$ cat src/rtl/seg_scan_mux.sv
// Time-multiplexed 4-digit 7-segment driver: refresh prescaler, per-frame
// shadow latching, leading-zero blanking and whole-display blink.
module seg_scan_mux #(
   parameter int          PRESCALE     = 50000,
   parameter int          BLINK_FRAMES = 64,
   parameter logic [6:0]  ZERO_PAT     = 7'b1000000
) (
   input  logic       clock,
   input  logic       reset,
   input  logic [6:0] setm,
   input  logic [6:0] setc,
   input  logic [6:0] setd,
   input  logic [6:0] setu,
   input  logic       lzb,
   input  logic       blink,
   output logic [6:0] seg,
   output logic [3:0] an,
   output logic       frame
);

   localparam int PW = (PRESCALE > 2) ? $clog2(PRESCALE) : 1;
   localparam int FW = (BLINK_FRAMES > 1) ? $clog2(BLINK_FRAMES) : 1;
   localparam logic [PW-1:0] PMAX = PW'(PRESCALE - 1);
   localparam logic [FW-1:0] FMAX = FW'(BLINK_FRAMES - 1);

   logic [PW-1:0] presc;
   logic [1:0]    idx;
   logic [1:0]    nidx;
   logic          tick;
   logic          load;

   // Units has no shadow: its slot is driven only on the load edge itself.
   logic [6:0]    shm, shc, shd;
   logic          bm, bc, bd;
   logic [FW-1:0] fcnt;
   logic          phase;
   logic          fphase;

   logic [6:0]    pat;
   logic          blank;
   logic          vis;
   logic          dark;

   assign tick = (presc == PMAX);
   assign nidx = idx + 2'd1;
   assign load = tick & (idx == 2'd3);

   // Select what the next slot shows; at a frame load the fresh inputs and
   // the pre-toggle phase apply, otherwise the frame's latched copies do.
   always_comb begin
      pat   = 7'h7F;
      blank = 1'b0;
      vis   = fphase;
      case (nidx)
         2'd0: begin
            pat = setu;
            vis = phase;
         end
         2'd1: begin
            pat   = shd;
            blank = bd;
         end
         2'd2: begin
            pat   = shc;
            blank = bc;
         end
         default: begin
            pat   = shm;
            blank = bm;
         end
      endcase
      dark = blank | (blink & ~vis);
   end

   always_ff @(posedge clock or posedge reset) begin
      if (reset) begin
         presc <= '0;
      end else if (tick) begin
         presc <= '0;
      end else begin
         presc <= presc + PW'(1);
      end
   end

   always_ff @(posedge clock or posedge reset) begin
      if (reset) begin
         shm <= 7'h7F;
         shc <= 7'h7F;
         shd <= 7'h7F;
         bm  <= 1'b0;
         bc  <= 1'b0;
         bd  <= 1'b0;
      end else if (load) begin
         shm <= setm;
         shc <= setc;
         shd <= setd;
         bm  <= lzb & (setm == ZERO_PAT);
         bc  <= lzb & (setm == ZERO_PAT) & (setc == ZERO_PAT);
         bd  <= lzb & (setm == ZERO_PAT) & (setc == ZERO_PAT) & (setd == ZERO_PAT);
      end
   end

   // fphase holds the phase for the whole frame so a toggle never splits one.
   always_ff @(posedge clock or posedge reset) begin
      if (reset) begin
         fcnt   <= '0;
         phase  <= 1'b1;
         fphase <= 1'b1;
      end else if (load) begin
         fphase <= phase;
         if (fcnt == FMAX) begin
            fcnt  <= '0;
            phase <= ~phase;
         end else begin
            fcnt <= fcnt + FW'(1);
         end
      end
   end

   always_ff @(posedge clock or posedge reset) begin
      if (reset) begin
         idx   <= 2'd3;
         an    <= 4'hF;
         seg   <= 7'h7F;
         frame <= 1'b0;
      end else begin
         frame <= load;
         if (tick) begin
            idx <= nidx;
            an  <= dark ? 4'hF : ~(4'b0001 << nidx);
            seg <= dark ? 7'h7F : pat;
         end
      end
   end

endmodule

$ cat config.mk
export PLATFORM = sky130hd
export DESIGN_NAME = seg_scan_mux
export DESIGN_NICKNAME = d
export VERILOG_FILES = /design/src/rtl/seg_scan_mux.sv
export SDC_FILE = /design/constraint.sdc
export NUM_CORES = 1
export LEC_CHECK = 0
export ABC_AREA = 1
export BUFFER_PORTS_ARGS = -buffer_cell sky130_fd_sc_hd__buf_2
export CORE_ASPECT_RATIO = 1.75
export CORE_MARGIN = 2
export CORE_UTILIZATION = 55
export CTS_CLUSTER_SIZE = 10
export DETAILED_ROUTE_END_ITERATION = 7
export MAX_ROUTING_LAYER = met4
export PLACE_DENSITY = 0.77
export SLEW_MARGIN = 15
export SYNTH_ARGS = -nofsm -noshare
export SYNTH_HDL_FRONTEND = slang
export SYNTH_SLANG_ARGS = --single-unit
$ cat constraint.sdc
create_clock -name clock -period 1.85 [get_ports clock]
set_input_delay 0 -clock clock [delete_from_list [all_inputs] [get_ports clock]]
set_output_delay 0 -clock clock [all_outputs]
set_load 0.005 [all_outputs]
==> impl_metrics.py, run 1 <==
metrics = {
    "sta": {
        "maxSlewViolCount": 0,
        "post-route-period-util": 0.883,
        "fin_tns_setup_ns": 0,
        "fin_crit_ns": 1.63,
        "grt_setup_unrepaired": "no",
        "maxSlewHeadroom": 0.661,
        "finalSetupViolCount": 0,
        "skew_ns": 0.00734,
        "fin_ws_ns": 0.216,
        "worstMarginPinSlew_ns": 0.505,
        "hold_ws_ns": 0.0236,
        "fmax_mhz": 612,
        "finalHoldViolations": 0,
    },
    "grt": {
        "grt_first_pass_wirelength_mm": 13.4,
        "grt.total_usage": 0.267,
        "grt_pass1_vias": 2937,
        "antenna_found_initial": 0,
        "overflow": 0,
        "grt_max_degree": 63,
    },
    "status": {
        "status": "finished, final reports clean",
    },
    "power": {
        "p_leak_nw": 1.99,
        "p_int_mw": 2.04,
        "p_sw_mw": 0.626,
        "power_frac_seq": 0.509,
        "p_sw_frac": 0.234,
        "clockPowerShare": 0.446,
        "ir_worst_vdd_mv": 0.966,
        "p_per_area_nw_per_um2": 661,
        "pwr-share-comb": 0.045,
        "fin_total_pwr_mw": 2.67,
    },
    "placed_design": {
        "dpl_cell_area_um2": 3610,
        "place_ws_ns": 0.110,
        "dp.final_hpwl_mm": 5.56,
        "placed_cells": 531,
        "gp_congestion": 0.870,
        "port_buffers": 43,
    },
    "clock_tree": {
        "post_cts_buffers": 0,
        "cts_buffer_depth": 2,
        "clock_sinks": 62,
        "cts_tree": "built",
        "root_buffer": "clkbuf_8",
        "cts_max_level": 3,
        "cts_made_buffers": 9,
        "clk_pin_slew_worst_paths_ns": 0.07,
        "insertion_delay_ns": 0.34,
    },
    "final_layout": {
        "final_cell_area_um2": 4040,
        "insertedDiodeCount": 0,
        "area_growth_pct": 21.2,
        "utilization": 0.687,
        "drive_gt1_frac": 0.287,
        "fin_cells": 569,
        "nNetsFinal": 525,
    },
    "floorplan": {
        "fp.dieH_um": 107,
        "row_count": 37,
        "dieArea_um2": 6720,
        "io_pins": 44,
        "core-area_um2": 5880,
        "die_x_um": 62.8,
        "start_util": 0.567,
    },
    "worst_setup_path": {
        "end_kind": "register",
        "worst_ep_arrival_time_ns": 1.91,
        "crit_chain": "inv_1 > ha_1 > inv_1 > nand4_1 > o21ai_0 > nand2_1 > nand2_1 > nand2_1",
        "critical_path.most_common_cell": "nand2_1",
        "path_class": "reg2reg",
        "critPathBufInv": 2,
        "cp-start-kind": "register",
        "worst_path_max_delay_cell": "dfstp_2",
        "slowest_delay_ns": 0.56,
        "crit_fanout": 9,
        "crit_family": "flip-flops",
        "worstPathRequired_ns": 2.13,
    },
    "yosys": {
        "synth-edff-count": 0,
        "synthTopCellsByArea": "dfstp_2 28%, dfrtp_1 20%, nand2_1 19%",
        "synthFlopType": "dfstp_2",
        "yosys.area.top_type": "dfstp_2",
        "netlist_area_um2": 3330,
        "synth_area_per_cell_um2": 8.03,
        "synth_cells": 415,
        "ys_seq_elements": 62,
        "synthTopCellsByCount": "170 x nand2_1, 41 x nor2_1, 36 x dfstp_2",
        "syn-num-nets": 454,
        "ys_types": 31,
        "yosysSeqAreaShare": 0.479,
        "synth.most_common_cell": "nand2_1",
        "synthArstFlopShare": 1.00,
        "synth_top_area_frac": 0.284,
        "yosysWarnings": 0,
    },
    "routing": {
        "drt_first_pass_iters": 4,
        "wl_per_cell_um": 13.8,
        "vias": 2895,
        "ant_nets": 0,
        "drc": 0,
        "routed_via_density": 5.09,
        "wirelength_mm": 7.84,
        "initialDrtViolationCount": 139,
    },
    "run": {
        "drv_cap": 0,
    },
    "worst_hold_path": {
        "worstHoldPathType": "in2reg",
    },
}
routing by layer:
layer  track usage  wire length, um  vias to the layer above
met5             -                0                        -
met1         0.276             2950                     1341
met4         0.133              303                        0
met2         0.485             4310                       87
li1              -                -                     1440
met3        0.0462              280                       27
kinds of logic after synthesis:
family / after synthesis / synth area share
compound gates: 26 / 0.0466
xor+xnor: 10 / 0.0263
fa+ha+maj: 7 / 0.0263
simple gates: 268 / 0.359
buf+inv: 42 / 0.0624
flops: 62 / 0.479
flip-flops by register name, indices dropped and copies added (netlist names):
register  count
an            4
bc            1
bd            1
bm            1
fcnt          6
fphase        1
frame         1
idx           2
phase         1
presc        16
seg           7
shc           7
shd           7
shm           7
worst paths after layout:
path                       startpoint       end  slack, ns  cells past startpoint
max                            idx[0]    seg[2]       0.22                      8
min reg2reg                    shm[3]    shm[3]       0.46                      2
min                               lzb        bm       0.02                      5
max in group asynchronous       reset    fphase       1.27                      4
min in group asynchronous       reset  presc[5]       0.24                      4
max reg2reg                    idx[0]    seg[2]       0.22                      8
cell usage in the layout, fill, tap and decap left out, drive strengths merged:
master	instances
o21bai	1
a21oi	6
clkinvlp	3
nand3	17
clkbuf	9
buf	50
ha	7
nand2	183
xnor2	3
nor2	48
nor3	4
bufinv	1
dfstp	36
nand3b	1
o21ai	19
xor2	7
nand4	14
clkinv	4
or2	1
dfrtp	26
dlygate4sd3	22
inv	29
tightest hold or removal path, stage by stage:
cell     delay, ns
buf_2         0.09
nand2_1       0.05
inv_1         0.05
nand4_1       0.07
o21ai_1       0.06
cell type report:
type / instances / area (um^2)
clock buffers: 9 / 124
multi-input cells: 311 / 1530
inverters: 30 / 113
well taps: 78 / 97.6
clock inverters: 7 / 75.1
flip-flops and latches: 62 / 1600
fillers: 500 / 1840
repair buffers: 72 / 500
power groups by stage:
stage / Clock, mW / Sequential, mW / Combinational, mW
2_1_floorplan: 0 / 1.38 / 0.0299
3_3_place_gp: 0 / 1.38 / 0.0833
3_5_place_dp: 0 / 1.38 / 0.0844
4_1_cts: 1.20 / 1.36 / 0.120
5_1_grt: 1.28 / 1.36 / 0.133
6_report: 1.19 / 1.36 / 0.121
what timing repair did:
action	4_1_cts	5_1_grt
hold buffers	22	0
setup endpoints to repair	0	11
hold endpoints to repair	66	0
gates resized for setup	0	3
(Power assumes the default switching activity.)
==> inputs of run 2 (changes only) <==
CORE_MARGIN = unset   (was 2)
CORE_UTILIZATION = 40   (was 55)
GPL_TIMING_DRIVEN = 0   (was unset)
PLACE_DENSITY = unset   (was 0.77)
==> run 2 against run 1 <==
Wire length is 0.74% higher; largest power group is now the clock network; flip-flop and latch count stayed put; die area is 30% higher; hold slack better by 0.053 ns; highest routed layer unchanged; first-iteration DRC count is 23% higher.
==> impl_metrics.py, run 2 (synthesis results as in run 1) <==
metrics = {
    "status": {
        "status": "finished, final reports clean",
    },
    "final_layout": {
        "final_cell_mix": "170 x nand2_1, 43 x buf_2, 41 x nor2_1, 36 x dfstp_2, 26 x dfrtp_1",
        "insertedDiodeCount": 0,
        "fin_cells": 586,
        "nNetsFinal": 530,
        "drive_gt1_frac": 0.286,
        "top_register": "presc",
        "largest_register_ffs": 16,
        "area_growth_pct": 26.4,
        "layout_commonest_cell": "nand2_1",
    },
    "clock_tree": {
        "clock_sinks": 62,
        "clk_pin_slew_worst_paths_ns": 0.05,
        "post_cts_buffers": 0,
        "cts_tree": "built",
        "cts_made_buffers": 9,
        "insertion_delay_ns": 0.33,
        "cts_buffer_depth": 2,
        "cts_max_level": 3,
        "root_buffer": "clkbuf_16",
    },
    "grt": {
        "grt_max_degree": 63,
        "grt.total_usage": 0.207,
        "overflow": 0,
        "antenna_found_initial": 0,
        "grt_first_pass_wirelength_mm": 13.0,
        "grt_pass1_vias": 2770,
    },
    "floorplan": {
        "start_util": 0.415,
        "die_x_um": 71.0,
        "fp.dieH_um": 123,
        "dieArea_um2": 8710,
        "row_count": 43,
        "io_pins": 44,
        "core-area_um2": 8020,
    },
    "placed_design": {
        "placed_cells": 549,
        "port_buffers": 43,
        "dp.final_hpwl_mm": 5.84,
        "gp_congestion": 0.881,
    },
    "routing": {
        "initialDrtViolationCount": 171,
        "wl_per_cell_um": 13.5,
        "drt_first_pass_iters": 4,
        "ant_nets": 0,
        "drc": 0,
        "vias": 2900,
        "routed_via_density": 4.95,
        "wirelength_mm": 7.90,
    },
    "worst_setup_path": {
        "worstPathRequired_ns": 2.12,
        "reg2reg_setup_slack_ns": 0.14,
        "r2r_start": "idx[0]",
        "cp-endpoint": "seg[2]",
        "path_class": "reg2reg",
        "crit_start": "idx[0]",
        "r2r-end": "seg[2]",
        "r2r_cells": 9,
        "cp-start-kind": "register",
        "worst_ep_arrival_time_ns": 1.98,
        "crit_fanout": 10,
        "end_kind": "register",
    },
    "sta": {
        "finalSetupViolCount": 0,
        "fmax_mhz": 585,
        "finalHoldViolations": 0,
        "hold_ws_ns": 0.0763,
        "post-route-period-util": 0.925,
        "maxSlewViolCount": 0,
        "skew_ns": 0.00403,
        "fin_crit_ns": 1.71,
        "worstMarginPinSlew_ns": 0.552,
        "grt_setup_unrepaired": "no",
        "maxSlewHeadroom": 0.629,
    },
    "power": {
        "p_leak_nw": 2.08,
        "p_per_area_nw_per_um2": 735,
        "ir_worst_vdd_mv": 0.685,
        "fin_total_pwr_mw": 3.09,
    },
    "run": {
        "drv_cap": 0,
    },
    "worst_hold_path": {
        "worstHoldPathType": "in2reg",
    },
}
run 2: cell count changes in the layout (fill, tap and decap cells not counted), sizes merged:
cell,change
buf,+2
bufinv,-1
clkbuf,+7
clkinvlp,-2
clkinv,-1
run 2: worst min path at each step:
stage                  from  endpoint  depth (start not counted)
floorplan           setc[6]    shc[6]                          2
global placement    setm[6]    shm[6]                          3
detailed placement    reset  presc[1]                          3
CTS                     lzb        bm                          5
global route            lzb        bm                          5
finish                  lzb        bm                          5
run 2: per-stage QoR:
step                      setup WS, ns   util  TNS (ns)  instance area [um^2]
after floorplan                  0.266      -         0                  3330
after global placement          -0.470  0.456    -12.35                  3660
after detailed placement       -0.0962  0.460    -0.252                  3690
after CTS                       0.0164  0.524         0                  4200
after global routing           0.00228  0.525         0                  4210
final                            0.139  0.525         0                  4210
run 2: report_power, final:
| part | internal (mW) | switching (mW) |
|---|---|---|
| combinational | 0.0642 | 0.0593 |
| sequential | 1.36 | 0 |
| clock | 1.02 | 0.589 |
run 2: routing by layer:
| layer | track usage | part of all wire | wire (um) | vias to the layer above |
|---|---|---|---|---|
| met2 | 0.382 | 0.57 | 4470 | 63 |
| met5 | - | 0 | 0 | - |
| met1 | 0.203 | 0.38 | 2980 | 1358 |
| met3 | 0.0468 | 0.026 | 204 | 17 |
| li1 | - | - | - | 1462 |
| met4 | 0.101 | 0.032 | 250 | 0 |
run 2: what timing repair did:
item / in CTS / in global routing
setup endpoints to repair: 9 / 10
resized for setup: 3 / 7
hold buffers: 22 / 0
pin swaps: 0 / 1
endpoints found under the hold margin: 48 / 0
run 2: final cells by class:
type / count / area [um^2]
Clock buffer: 13 / 272
Multi-Input combinational cell: 311 / 1530
Timing Repair Buffer: 66 / 463
Buffer: 11 / 104
Inverter: 30 / 115
Fill cell: 728 / 3810
Clock inverter: 3 / 17.5
Tap cell: 90 / 113
Sequential cell: 62 / 1600
run 2: critical path, stage by stage (launching register included):
cell      delay, ns
dfstp_2        0.55
inv_1          0.09
ha_1           0.23
inv_2          0.11
clkbuf_4       0.20
nand4_1        0.17
o21ai_0        0.12
nand2_1        0.07
nand2_1        0.06
nand2_1        0.05
==> inputs of run 3 (changes only) <==
CORE_UTILIZATION = 59   (was 40)
PLACE_DENSITY = 0.81   (was unset)
clock period = 2.19 ns   (was 1.85 ns; I/O delays follow)
==> run 3 against run 2 <==
Core utilization rose by 24 points; wire length rose by 2.1%; clock power fell by 30%; critical endpoint unchanged; cell count fell by 2.7%; critical path depth did not move; total power fell by 23%.
==> impl_metrics.py, run 3 (synthesis results as in run 1) <==
metrics = {
    "final_layout": {
        "insertedDiodeCount": 0,
        "largest_register_ffs": 16,
        "fin_cells": 570,
        "layout_commonest_cell": "nand2_1",
        "area_growth_pct": 22.6,
        "top_register": "presc",
        "fillers": 408,
        "drive_gt1_frac": 0.282,
        "utilization": 0.764,
        "multi_input_area_um2": 1530,
        "final_cell_area_um2": 4080,
        "final_cell_mix": "170 x nand2_1, 46 x buf_2, 41 x nor2_1, 36 x dfstp_2, 26 x dfrtp_1",
        "nNetsFinal": 530,
        "register_area_um2": 1600,
    },
    "worst_setup_path": {
        "worst_path_max_delay_cell": "dfstp_2",
        "r2r_start": "idx[0]",
        "crit_fanout": 10,
        "crit_start": "idx[0]",
        "critPathBufInv": 3,
        "end_kind": "register",
        "crit_chain": "inv_1 > ha_1 > inv_1 > clkbuf_1 > nand4_1 > o21ai_0 > nand2_1 > nand2_1 > nand2_1",
        "crit_family": "buffers and inverters",
        "cp-start-kind": "register",
        "slowest_delay_ns": 0.56,
        "critical_path.most_common_cell": "nand2_1",
        "worst_ep_arrival_time_ns": 2.21,
        "path_class": "reg2reg",
        "worstPathRequired_ns": 2.47,
    },
    "floorplan": {
        "row_count": 35,
        "core-area_um2": 5340,
        "fp.dieH_um": 101,
        "die_x_um": 58.8,
        "dieArea_um2": 5960,
        "io_pins": 44,
        "start_util": 0.623,
    },
    "clock_tree": {
        "cts_tree": "built",
        "cts_made_buffers": 9,
        "clock_sinks": 62,
        "post_cts_buffers": 0,
        "cts.repair.resized": 0,
        "cts_buffer_depth": 2,
        "clk_pin_slew_worst_paths_ns": 0.08,
        "insertion_delay_ns": 0.34,
        "root_buffer": "clkbuf_8",
        "cts_max_level": 3,
        "holdBufCountCts": 22,
    },
    "routing": {
        "drt_first_pass_iters": 5,
        "drc": 0,
        "wirelength_mm": 8.06,
        "wl_per_cell_um": 14.1,
        "initialDrtViolationCount": 159,
        "ant_nets": 0,
        "routed_via_density": 5.16,
        "vias": 2944,
    },
    "sta": {
        "skew_ns": 0.00716,
        "post-route-period-util": 0.883,
        "finalHoldViolations": 0,
        "maxSlewViolCount": 0,
        "hold_ws_ns": 0.0579,
        "grt_setup_unrepaired": "no",
        "fmax_mhz": 517,
        "fin_crit_ns": 1.93,
        "worstMarginPinSlew_ns": 0.734,
        "maxSlewHeadroom": 0.510,
        "finalSetupViolCount": 0,
    },
    "grt": {
        "grt_first_pass_wirelength_mm": 13.3,
        "grt_max_degree": 63,
        "grt.total_usage": 0.314,
        "overflow": 0,
        "grt_pass1_vias": 2953,
        "antenna_found_initial": 0,
    },
    "placed_design": {
        "gp_congestion": 0.931,
        "placed_cells": 532,
        "dpl_cell_area_um2": 3640,
        "port_buffers": 43,
        "dp.final_hpwl_mm": 5.46,
    },
    "power": {
        "ir_worst_vdd_mv": 0.550,
        "p_leak_nw": 2.03,
        "fin_total_pwr_mw": 2.38,
        "p_per_area_nw_per_um2": 582,
    },
    "status": {
        "status": "finished, final reports clean",
    },
    "worst_hold_path": {
        "holdCritStartpoint": "lzb",
        "worstHoldPathType": "in2reg",
    },
    "run": {
        "drv_cap": 0,
    },
}
[run 3: worst register-to-register path, stage by stage (launching register included)]
cell      delay [ns]
dfstp_2         0.56
inv_1           0.10
ha_1            0.23
inv_1           0.17
clkbuf_1        0.32
nand4_1         0.18
o21ai_0         0.13
nand2_1         0.08
nand2_1         0.06
nand2_1         0.04
[run 3: metrics by stage]
stage	TNS [ns]	worst slack, ns
after floorplan	0	0.606
after global placement	-1.20	-0.0502
after detailed placement	0	0.340
after CTS	0	0.263
after global routing	0	0.0890
final	0	0.257
[run 3: per-layer routing]
layer,vias to the layer above,share of wire,global-route usage
met5,-,0,-
met4,0,0.039,0.161
met3,28,0.030,0.0587
met2,81,0.56,0.563
met1,1386,0.37,0.313
li1,1449,-,-
[run 3: final cells by class]
cell class              count  share of cell area
repair buffers             65               0.107
plain buffers              12              0.0233
clock buffers               9              0.0303
flip-flops and latches     62               0.391
inverters                  30              0.0282
well taps                  74              0.0227
clock inverters             7              0.0239
multi-input cells         311               0.374
[run 3: final timing paths]
check | cells past startpoint | slack [ns] | to
worst max-delay path | 9 | 0.26 | seg[2]
worst min-delay path | 5 | 0.06 | bm
worst max register to register | 9 | 0.26 | seg[2]
worst min register to register | 1 | 0.46 | presc[0]
max in group asynchronous | 3 | 1.37 | frame
min in group asynchronous | 3 | 0.33 | presc[0]
[run 3: where the power goes]
group | leakage [nW] | internal, mW | total (mW) | switching (mW)
logic | 1.21 | 0.0491 | 0.0998 | 0.0507
registers | 0.711 | 1.15 | 1.15 | 0
clock network | 0.106 | 0.644 | 1.13 | 0.484
total | 2.03 | 1.84 | 2.38 | 0.535
